[src/rtl/muldiv_pkg.sv]
// Shared definitions for the execute-stage multiply/divide unit.
// Holds the decoded R-type funct codes, the iteration FSM state type and the
// default operand width.
package muldiv_pkg;

  localparam int unsigned XLEN = 32;

  localparam logic [5:0] F_MFHI  = 6'h10;
  localparam logic [5:0] F_MTHI  = 6'h11;
  localparam logic [5:0] F_MFLO  = 6'h12;
  localparam logic [5:0] F_MTLO  = 6'h13;
  localparam logic [5:0] F_MULT  = 6'h18;
  localparam logic [5:0] F_MULTU = 6'h19;
  localparam logic [5:0] F_DIV   = 6'h1A;
  localparam logic [5:0] F_DIVU  = 6'h1B;

  typedef enum logic [1:0] {
    IDLE = 2'd0,
    RUN  = 2'd1,
    FIX  = 2'd2
  } state_e;

endpackage

[src/rtl/ex_muldiv_unit_if.sv]
// Pipeline-side bundle for ex_muldiv_unit.
//   master : ID/EX + hazard side (drives valid/fun/operands/flush)
//   slave  : the mul/div unit (drives stall/busy/done/rdata/hi/lo)
interface ex_muldiv_unit_if #(
  parameter int unsigned XLEN = 32
);
  logic            valid;
  logic [5:0]      fun;
  logic [XLEN-1:0] rs_val;
  logic [XLEN-1:0] rt_val;
  logic            flush;
  logic            stall;
  logic            busy;
  logic            done;
  logic [XLEN-1:0] rdata;
  logic [XLEN-1:0] hi;
  logic [XLEN-1:0] lo;

  modport master (
    output valid, fun, rs_val, rt_val, flush,
    input  stall, busy, done, rdata, hi, lo
  );

  modport slave (
    input  valid, fun, rs_val, rt_val, flush,
    output stall, busy, done, rdata, hi, lo
  );
endinterface

[src/rtl/muldiv_iter_core.sv]
// Iterative unsigned datapath: radix-2 shift-add multiply and (when
// MULDIV_DIV_EN is defined) restoring divide, one bit per step.
//   load_i   : capture op_a_i into the low half of the accumulator, op_b_i
//              as multiplicand/divisor, clear the counter
//   step_i   : perform one iteration
//   is_div_i : select divide iteration (only present with MULDIV_DIV_EN)
//   acc_o    : {product} or {remainder, quotient}
//   last_o   : counter is on its final iteration
module muldiv_iter_core #(
  parameter int unsigned XLEN  = 32,
  parameter int unsigned CNT_W = 5
) (
  input  logic              clk,
  input  logic              rst_n,
  input  logic              load_i,
  input  logic              step_i,
`ifdef MULDIV_DIV_EN
  input  logic              is_div_i,
`endif
  input  logic [XLEN-1:0]   op_a_i,
  input  logic [XLEN-1:0]   op_b_i,
  output logic [2*XLEN-1:0] acc_o,
  output logic              last_o
);

  logic [2*XLEN-1:0] acc_q, acc_d;
  logic [XLEN-1:0]   b_q, b_d;
  logic [CNT_W-1:0]  cnt_q, cnt_d;

  // Multiply: add multiplicand into the upper half when the LSB is set,
  // then shift the whole accumulator right (carry enters the top).
  logic [XLEN:0]     mul_sum;
  logic [2*XLEN-1:0] mul_next;
  assign mul_sum  = {1'b0, acc_q[2*XLEN-1:XLEN]} + (acc_q[0] ? {1'b0, b_q} : '0);
  assign mul_next = {mul_sum, acc_q[XLEN-1:1]};

`ifdef MULDIV_DIV_EN
  // Divide: shift left, trial-subtract divisor from the partial remainder,
  // keep the difference and set the quotient bit when it does not borrow.
  logic [2*XLEN:0]   div_sh;
  logic [XLEN:0]     div_diff;
  logic [2*XLEN-1:0] div_next;
  assign div_sh   = {acc_q, 1'b0};
  assign div_diff = div_sh[2*XLEN:XLEN] - {1'b0, b_q};
  assign div_next = div_diff[XLEN] ? div_sh[2*XLEN-1:0]
                                   : {div_diff[XLEN-1:0], div_sh[XLEN-1:1], 1'b1};
`endif

  always_comb begin
    acc_d = acc_q;
    b_d   = b_q;
    cnt_d = cnt_q;
    if (load_i) begin
      acc_d = {XLEN'(0), op_a_i};
      b_d   = op_b_i;
      cnt_d = '0;
    end else if (step_i) begin
      cnt_d = cnt_q + CNT_W'(1);
`ifdef MULDIV_DIV_EN
      acc_d = is_div_i ? div_next : mul_next;
`else
      acc_d = mul_next;
`endif
    end
  end

  always_ff @(posedge clk or negedge rst_n) begin
    if (!rst_n) begin
      acc_q <= '0;
      b_q   <= '0;
      cnt_q <= '0;
    end else begin
      acc_q <= acc_d;
      b_q   <= b_d;
      cnt_q <= cnt_d;
    end
  end

  assign acc_o  = acc_q;
  assign last_o = (cnt_q == CNT_W'(XLEN - 1));

endmodule

[src/rtl/ex_muldiv_unit.sv]
// Execute-stage iterative multiply/divide unit with HI/LO registers.
// Ports: clk, rst_n (async active-low) and bus (ex_muldiv_unit_if.slave):
//   valid/fun/rs_val/rt_val/flush in; stall/busy/done/rdata/hi/lo out.
// Optional: define MULDIV_DIV_EN to include div/divu; without it those
// funct codes are ignored like any unrecognised funct.
module ex_muldiv_unit
  import muldiv_pkg::*;
#(
  parameter int unsigned XLEN  = muldiv_pkg::XLEN,
  parameter int unsigned CNT_W = 5
) (
  input logic             clk,
  input logic             rst_n,
  ex_muldiv_unit_if.slave bus
);

  state_e          state_q, state_d;
  logic [XLEN-1:0] hi_q, hi_d, lo_q, lo_d;
  logic            sign_a_q, sign_a_d, sign_b_q, sign_b_d;
  logic            done_q, done_d;
`ifdef MULDIV_DIV_EN
  logic            is_div_q, is_div_d, div0_q, div0_d;
`endif

  logic [2*XLEN-1:0] acc;
  logic              last;

  logic            op_mul, op_div, op_signed, op_hilo, accept, busy;
  logic            rs_neg, rt_neg;
  logic [XLEN-1:0] op_a, op_b;

  assign op_mul = (bus.fun == F_MULT) || (bus.fun == F_MULTU);
`ifdef MULDIV_DIV_EN
  assign op_div = (bus.fun == F_DIV) || (bus.fun == F_DIVU);
`else
  assign op_div = 1'b0;
`endif
  assign op_signed = (bus.fun == F_MULT) || (bus.fun == F_DIV);
  assign op_hilo   = op_mul || op_div ||
                     (bus.fun == F_MFHI) || (bus.fun == F_MTHI) ||
                     (bus.fun == F_MFLO) || (bus.fun == F_MTLO);

  assign busy   = (state_q != IDLE);
  assign accept = (state_q == IDLE) && bus.valid && !bus.flush && (op_mul || op_div);

  // The core works on magnitudes; signs are reapplied in FIX.
  assign rs_neg = op_signed && bus.rs_val[XLEN-1];
  assign rt_neg = op_signed && bus.rt_val[XLEN-1];
  assign op_a   = rs_neg ? -bus.rs_val : bus.rs_val;
  assign op_b   = rt_neg ? -bus.rt_val : bus.rt_val;

  muldiv_iter_core #(
    .XLEN (XLEN),
    .CNT_W(CNT_W)
  ) u_core (
    .clk     (clk),
    .rst_n   (rst_n),
    .load_i  (accept),
    .step_i  (state_q == RUN),
`ifdef MULDIV_DIV_EN
    .is_div_i(is_div_q),
`endif
    .op_a_i  (op_a),
    .op_b_i  (op_b),
    .acc_o   (acc),
    .last_o  (last)
  );

  logic [2*XLEN-1:0] prod;
  logic [XLEN-1:0]   res_hi, res_lo;
  assign prod = (sign_a_q ^ sign_b_q) ? -acc : acc;

`ifdef MULDIV_DIV_EN
  // Divide-by-zero leaves the dividend magnitude as remainder, so the usual
  // remainder sign fix already restores the raw dividend into HI; only LO
  // needs forcing. 0x80000000 / -1 falls out of the magnitude path unaided.
  logic [XLEN-1:0] rem, quo;
  assign rem = acc[2*XLEN-1:XLEN];
  assign quo = acc[XLEN-1:0];
  always_comb begin
    if (is_div_q) begin
      res_hi = sign_a_q ? -rem : rem;
      res_lo = div0_q ? '1 : ((sign_a_q ^ sign_b_q) ? -quo : quo);
    end else begin
      res_hi = prod[2*XLEN-1:XLEN];
      res_lo = prod[XLEN-1:0];
    end
  end
`else
  assign res_hi = prod[2*XLEN-1:XLEN];
  assign res_lo = prod[XLEN-1:0];
`endif

  always_comb begin
    state_d  = state_q;
    hi_d     = hi_q;
    lo_d     = lo_q;
    sign_a_d = sign_a_q;
    sign_b_d = sign_b_q;
    done_d   = 1'b0;
`ifdef MULDIV_DIV_EN
    is_div_d = is_div_q;
    div0_d   = div0_q;
`endif
    case (state_q)
      IDLE: begin
        if (accept) begin
          state_d  = RUN;
          sign_a_d = rs_neg;
          sign_b_d = rt_neg;
`ifdef MULDIV_DIV_EN
          is_div_d = op_div;
          div0_d   = (bus.rt_val == '0);
`endif
        end else if (bus.valid && !bus.flush) begin
          if (bus.fun == F_MTHI) hi_d = bus.rs_val;
          if (bus.fun == F_MTLO) lo_d = bus.rs_val;
        end
      end
      RUN: begin
        if (bus.flush)  state_d = IDLE;
        else if (last)  state_d = FIX;
      end
      FIX: begin
        state_d = IDLE;
        if (!bus.flush) begin
          hi_d   = res_hi;
          lo_d   = res_lo;
          done_d = 1'b1;
        end
      end
      default: state_d = IDLE;
    endcase
  end

  always_ff @(posedge clk or negedge rst_n) begin
    if (!rst_n) begin
      state_q  <= IDLE;
      hi_q     <= '0;
      lo_q     <= '0;
      sign_a_q <= 1'b0;
      sign_b_q <= 1'b0;
      done_q   <= 1'b0;
`ifdef MULDIV_DIV_EN
      is_div_q <= 1'b0;
      div0_q   <= 1'b0;
`endif
    end else begin
      state_q  <= state_d;
      hi_q     <= hi_d;
      lo_q     <= lo_d;
      sign_a_q <= sign_a_d;
      sign_b_q <= sign_b_d;
      done_q   <= done_d;
`ifdef MULDIV_DIV_EN
      is_div_q <= is_div_d;
      div0_q   <= div0_d;
`endif
    end
  end

  logic stall;
  assign stall = bus.valid && op_hilo && busy;

  always_comb begin
    bus.rdata = '0;
    if (bus.valid && !stall) begin
      if (bus.fun == F_MFHI) bus.rdata = hi_q;
      if (bus.fun == F_MFLO) bus.rdata = lo_q;
    end
  end

  assign bus.stall = stall;
  assign bus.busy  = busy;
  assign bus.done  = done_q;
  assign bus.hi    = hi_q;
  assign bus.lo    = lo_q;

endmodule
[src/flat_wrapper.sv]
// flat-port wrapper written by rule: the top's interface ports become plain ports
module ex_muldiv_unit_flat import muldiv_pkg::*;
#(
  parameter int unsigned XLEN  = muldiv_pkg::XLEN,
  parameter int unsigned CNT_W = 5
)
  (clk, rst_n, bus_valid, bus_fun, bus_rs_val, bus_rt_val, bus_flush, bus_stall, bus_busy, bus_done, bus_rdata, bus_hi, bus_lo);
  ex_muldiv_unit_if #(.XLEN(XLEN)) bus_i ();
  input logic clk;
  input logic rst_n;
  input wire logic [$bits(bus_i.valid)-1:0] bus_valid;
  input wire logic [$bits(bus_i.fun)-1:0] bus_fun;
  input wire logic [$bits(bus_i.rs_val)-1:0] bus_rs_val;
  input wire logic [$bits(bus_i.rt_val)-1:0] bus_rt_val;
  input wire logic [$bits(bus_i.flush)-1:0] bus_flush;
  output wire logic [$bits(bus_i.stall)-1:0] bus_stall;
  output wire logic [$bits(bus_i.busy)-1:0] bus_busy;
  output wire logic [$bits(bus_i.done)-1:0] bus_done;
  output wire logic [$bits(bus_i.rdata)-1:0] bus_rdata;
  output wire logic [$bits(bus_i.hi)-1:0] bus_hi;
  output wire logic [$bits(bus_i.lo)-1:0] bus_lo;
  assign bus_i.valid = bus_valid;
  assign bus_i.fun = bus_fun;
  assign bus_i.rs_val = bus_rs_val;
  assign bus_i.rt_val = bus_rt_val;
  assign bus_i.flush = bus_flush;
  assign bus_stall = bus_i.stall;
  assign bus_busy = bus_i.busy;
  assign bus_done = bus_i.done;
  assign bus_rdata = bus_i.rdata;
  assign bus_hi = bus_i.hi;
  assign bus_lo = bus_i.lo;
  ex_muldiv_unit #(.XLEN(XLEN), .CNT_W(CNT_W)) u_core (.clk(clk), .rst_n(rst_n), .bus(bus_i));
endmodule
[config.mk]
export PLATFORM = sky130hd
export DESIGN_NAME = ex_muldiv_unit_flat
export DESIGN_NICKNAME = d
export VERILOG_FILES = /design/src/rtl/muldiv_pkg.sv /design/src/rtl/ex_muldiv_unit_if.sv /design/src/rtl/muldiv_iter_core.sv /design/src/rtl/ex_muldiv_unit.sv /design/src/flat_wrapper.sv
export SDC_FILE = /design/constraint.sdc
export NUM_CORES = 1
export LEC_CHECK = 0
export ABC_AREA = 1
export CAP_MARGIN = 5
export CORE_MARGIN = 2
export CORE_UTILIZATION = 50
export DETAILED_ROUTE_END_ITERATION = 10
export MAX_ROUTING_LAYER = met4
export PLACE_DENSITY = 0.72
export SETUP_SLACK_MARGIN = 0.4
export SYNTH_ARGS = -nofsm -noshare
export SYNTH_HDL_FRONTEND = slang
export SYNTH_SLANG_ARGS = --single-unit
[constraint.sdc]
create_clock -name clk -period 2.7 [get_ports clk]
set_input_delay 0.27 -clock clk [delete_from_list [all_inputs] [get_ports clk]]
set_output_delay 0.27 -clock clk [all_outputs]
set_load 0.03 [all_outputs]
==> impl_results.md <==
* Final setup viols at 0
* Cell row count at just over 60
* Sink Count at 170
* Setup crit end kind: register
* Arrival @ worst endpoint at around 2.7 ns
* Post-synth EDFFs at 0
* Fmax at between 0.4 and 0.5 GHz
* Post-synthesis cell type count at 52
* Port Buffers at 172
* Synthesized Nets at roughly 2400
* P&R area growth vs syn at 25.1%
* Vias in the first global route at between 15000 and 20000
* Crit path largest cell delay at roughly 0.46 ns
* Worst Path Required at roughly 3.0 ns
* Initial Util at between 50% and 60%
* Die Wd at 172 um
* Vias per inst at roughly 5.7
* Placed instance count at ~2800
* Critical Path, Cell by Cell: buf_12, nand2_1, inv_1, ha_2, a21oi_1, nor2_1, nor2_1, nor2_1, nor2_1, o21ai_1, a21oi_1, nand2_1, nand2_1, nand2_1
* Maximum vdd ir drop at approximately 540 uV
* Area share of the largest cell type after synthesis at around 30%
* CP max FO at 29
* # DRC at 0
* DRT Pass-1 Iters at 7
* Number of CTS-inserted buffers at 17
* Most frequent cells in the layout: 672 x nand2_1, 292 x nor2_1, 284 x inv_1
* Core Box Area at approximately 0.028 mm^2
* Buf/Inv on CP at 2
* Final cycle utilization of the critical path at a little under nine tenths
* Crit path kind: register to register
* Final core utilization at 63.7%
* Yosys reg bits at 170
* First-pass GRT wire length at 85200 um
* Hold violation total from the final report at 0
* Pleak at between 8 and 9 nW
* Register Area at approximately 0.0043 mm^2
* WL final at between 50000 and 60000 um
* Top_reg_cell synth: dfrtp_1
* Final Max Tran Viols at 0
* Clock latency on the worst-skew pair at approximately 0.47 ns
* Max-cap check violation count at 0
* WL per Instance at 19.8 um
* Worst Skew at about 0.019 ns
* Clk root buf: clkbuf_16
* DP Worst Slack at 0.228 ns
* Final min period at 2.33 ns
* P per Cell Area at around 700 mW/mm^2
* Layout cells sized above 1 at between 10 and 15%
* Non-Filler Instances at 2858
* Area leader, netlist: dfrtp_1
* GPL Wtd Cong at slightly above 1
* Most common cell after layout, fill and taps aside: nand2_1
* Antenna Nets Post-Route at 0
* Sequential share of the synthesized area at a little under a third
* GRT Overall Usage at just under 40%
* Height of the die at about 170 um
* Dpl hpwl at 43200 um
* Overall Power at between 10 and 15 mW
* Fill cell count at between 2000 and 3000
* H-tree levels at 4
* CP top delay family: simple AND/OR/NAND/NOR gates
* Clock tree buffer depth at 2
* Clk slew on worst S/H paths at around 0.08 ns
* # IOs at roughly 170
* Startpoint Class: register
* CTS tree: built
* Final WS setup at roughly 0.37 ns
* Worst Hold Class: input pin to asynchronous set/reset pin
* Top post-synthesis cells by area: dfrtp_1 30%, nand2_1 18%, nor2_1 8.3%
* Largest net degree at the start of global routing at 65
* Synth Area per Inst at 6.18 um^2
* GRT Residual Overflow at 0
* Share of flip-flops with an asynchronous set or reset at 100%
* Rel. slew slack at between 50% and 60%
* Nets@finish at 2579
* Die ar. at between 0.02 and 0.03 mm^2
* Cell Area, Synth at 0.0142 mm^2
* Synth warn at 0
* Setup tns final at 0 ns
* Area occupied by multi-input gates at 0.00896 mm^2
* Placed cell areas at 0.0164 mm^2
* Unrepaired setup endpoints after global routing: true
* Cells after synthesis at approximately 2300
* Initial antenna violation count at 1
* DR vias at 16400
* Finished layout cell area at 0.0177 mm^2
* Worst-margin pin slew at 0.674 ns
* Hold WS at ~0.36 ns
* Crit-path slowest cell: dfrtp_2
* Status: finished, final reports clean
* Iteration-0 DRC Markers at ~1400
-- report_power, final --
part | internal, mW | total [mW] | switching [mW]
combinational | 1.99 | 5.36 | 3.37
sequential | 3.19 | 4.15 | 0.963
clock | 1.71 | 2.82 | 1.11
-- kinds of logic (layout without fill, tap and decap cells) --
group | after synthesis | in the layout | synth area share [%]
AO/OA/AOI/OAI | 357 | 357 | 15.1
XOR/XNOR | 14 | 14 | 0.865
adder cells (fa/ha/maj) | 38 | 38 | 3.41
buffers and inverters | 377 | 563 | 10.7
flip-flops | 170 | 170 | 30.0
other | 0 | 1 | 0
AND/OR/NAND/NOR | 1337 | 1337 | 40.0
-- cell usage after synthesis, types with 3 or more instances --
master       n
a21boi_1    15
a21oi_1    110
a22oi_1     13
a2bb2oi_1   21
a31oi_1      8
buf_2       32
buf_4        9
buf_6        3
clkbuf_1    27
dfrtp_1    170
ha_1        37
inv_1      284
inv_2       19
nand2_1    693
nand2_2     10
nand3_1    215
nand3b_1     8
nand4_1     36
nor2_1     313
nor2_2       6
nor2_4       6
nor3_1      20
nor3_2       7
o211ai_1    11
o21ai_0    105
o21ai_1     18
o21ai_2      4
o21ai_4      3
o21bai_1     8
o221ai_1    12
o22ai_1     20
o31ai_1      4
or2_2        5
xnor2_1      5
xor2_1       9
-- state kept, by name, summed over array words and instances, names as in the netlist --
signal               count
u_core.u_core.b_q       32
u_core.bus.lo           32
u_core.bus.done          1
u_core.sign_a_q          1
u_core.bus.hi           32
u_core.state_q           2
u_core.sign_b_q          1
u_core.u_core.cnt_q      5
u_core.u_core.acc_o     64
-- what timing repair did --
| action | 4_1_cts | 5_1_grt |
|---|---|---|
| pin swaps | 4 | 7 |
| endpoints found under the setup margin | 59 | 79 |
| gates cloned | 1 | 1 |
| setup buffers | 4 | 5 |
| hold buffers | 1 | 0 |
| endpoints found under the hold margin | 51 | 0 |
| resized for setup | 37 | 125 |
-- path summary, 6_finish.rpt --
| path | slack [ns] | to | start | depth (start not counted) |
|---|---|---|---|---|
| min in group clk | 0.40 | u_core.u_core.b_q[31] | bus_fun[3] | 4 |
| setup reg to reg | 0.37 | u_core.u_core.acc_o[63] | u_core.u_core.acc_o[0] | 14 |
| setup / recovery | 0.37 | u_core.u_core.acc_o[63] | u_core.u_core.acc_o[0] | 14 |
| hold reg to reg | 0.49 | u_core.u_core.b_q[21] | u_core.u_core.b_q[21] | 2 |
| hold / removal | 0.36 | u_core.u_core.acc_o[49] | rst_n | 2 |
| max in group asynchronous | 1.54 | u_core.u_core.acc_o[50] | rst_n | 3 |
-- area by class of cell --
cell class,count,share of cell area (%)
Multi-Input combinational cell,1746,50.5
Sequential cell,170,24.0
Timing Repair Buffer,228,12.7
Inverter,304,6.45
Tap cell,378,2.67
Clock buffer,20,2.63
Clock inverter,11,1.07
Antenna cell,1,0.0141
-- layer usage --
metal	up-vias	routed length, um	GRT usage [%]
met5	-	0	-
met2	755	26800	63.1
li1	7781	-	-
met4	0	3770	23.7
met3	197	3770	7.39
met1	7670	22100	45.1
Note: power is estimated with default switching activity, not from simulation.
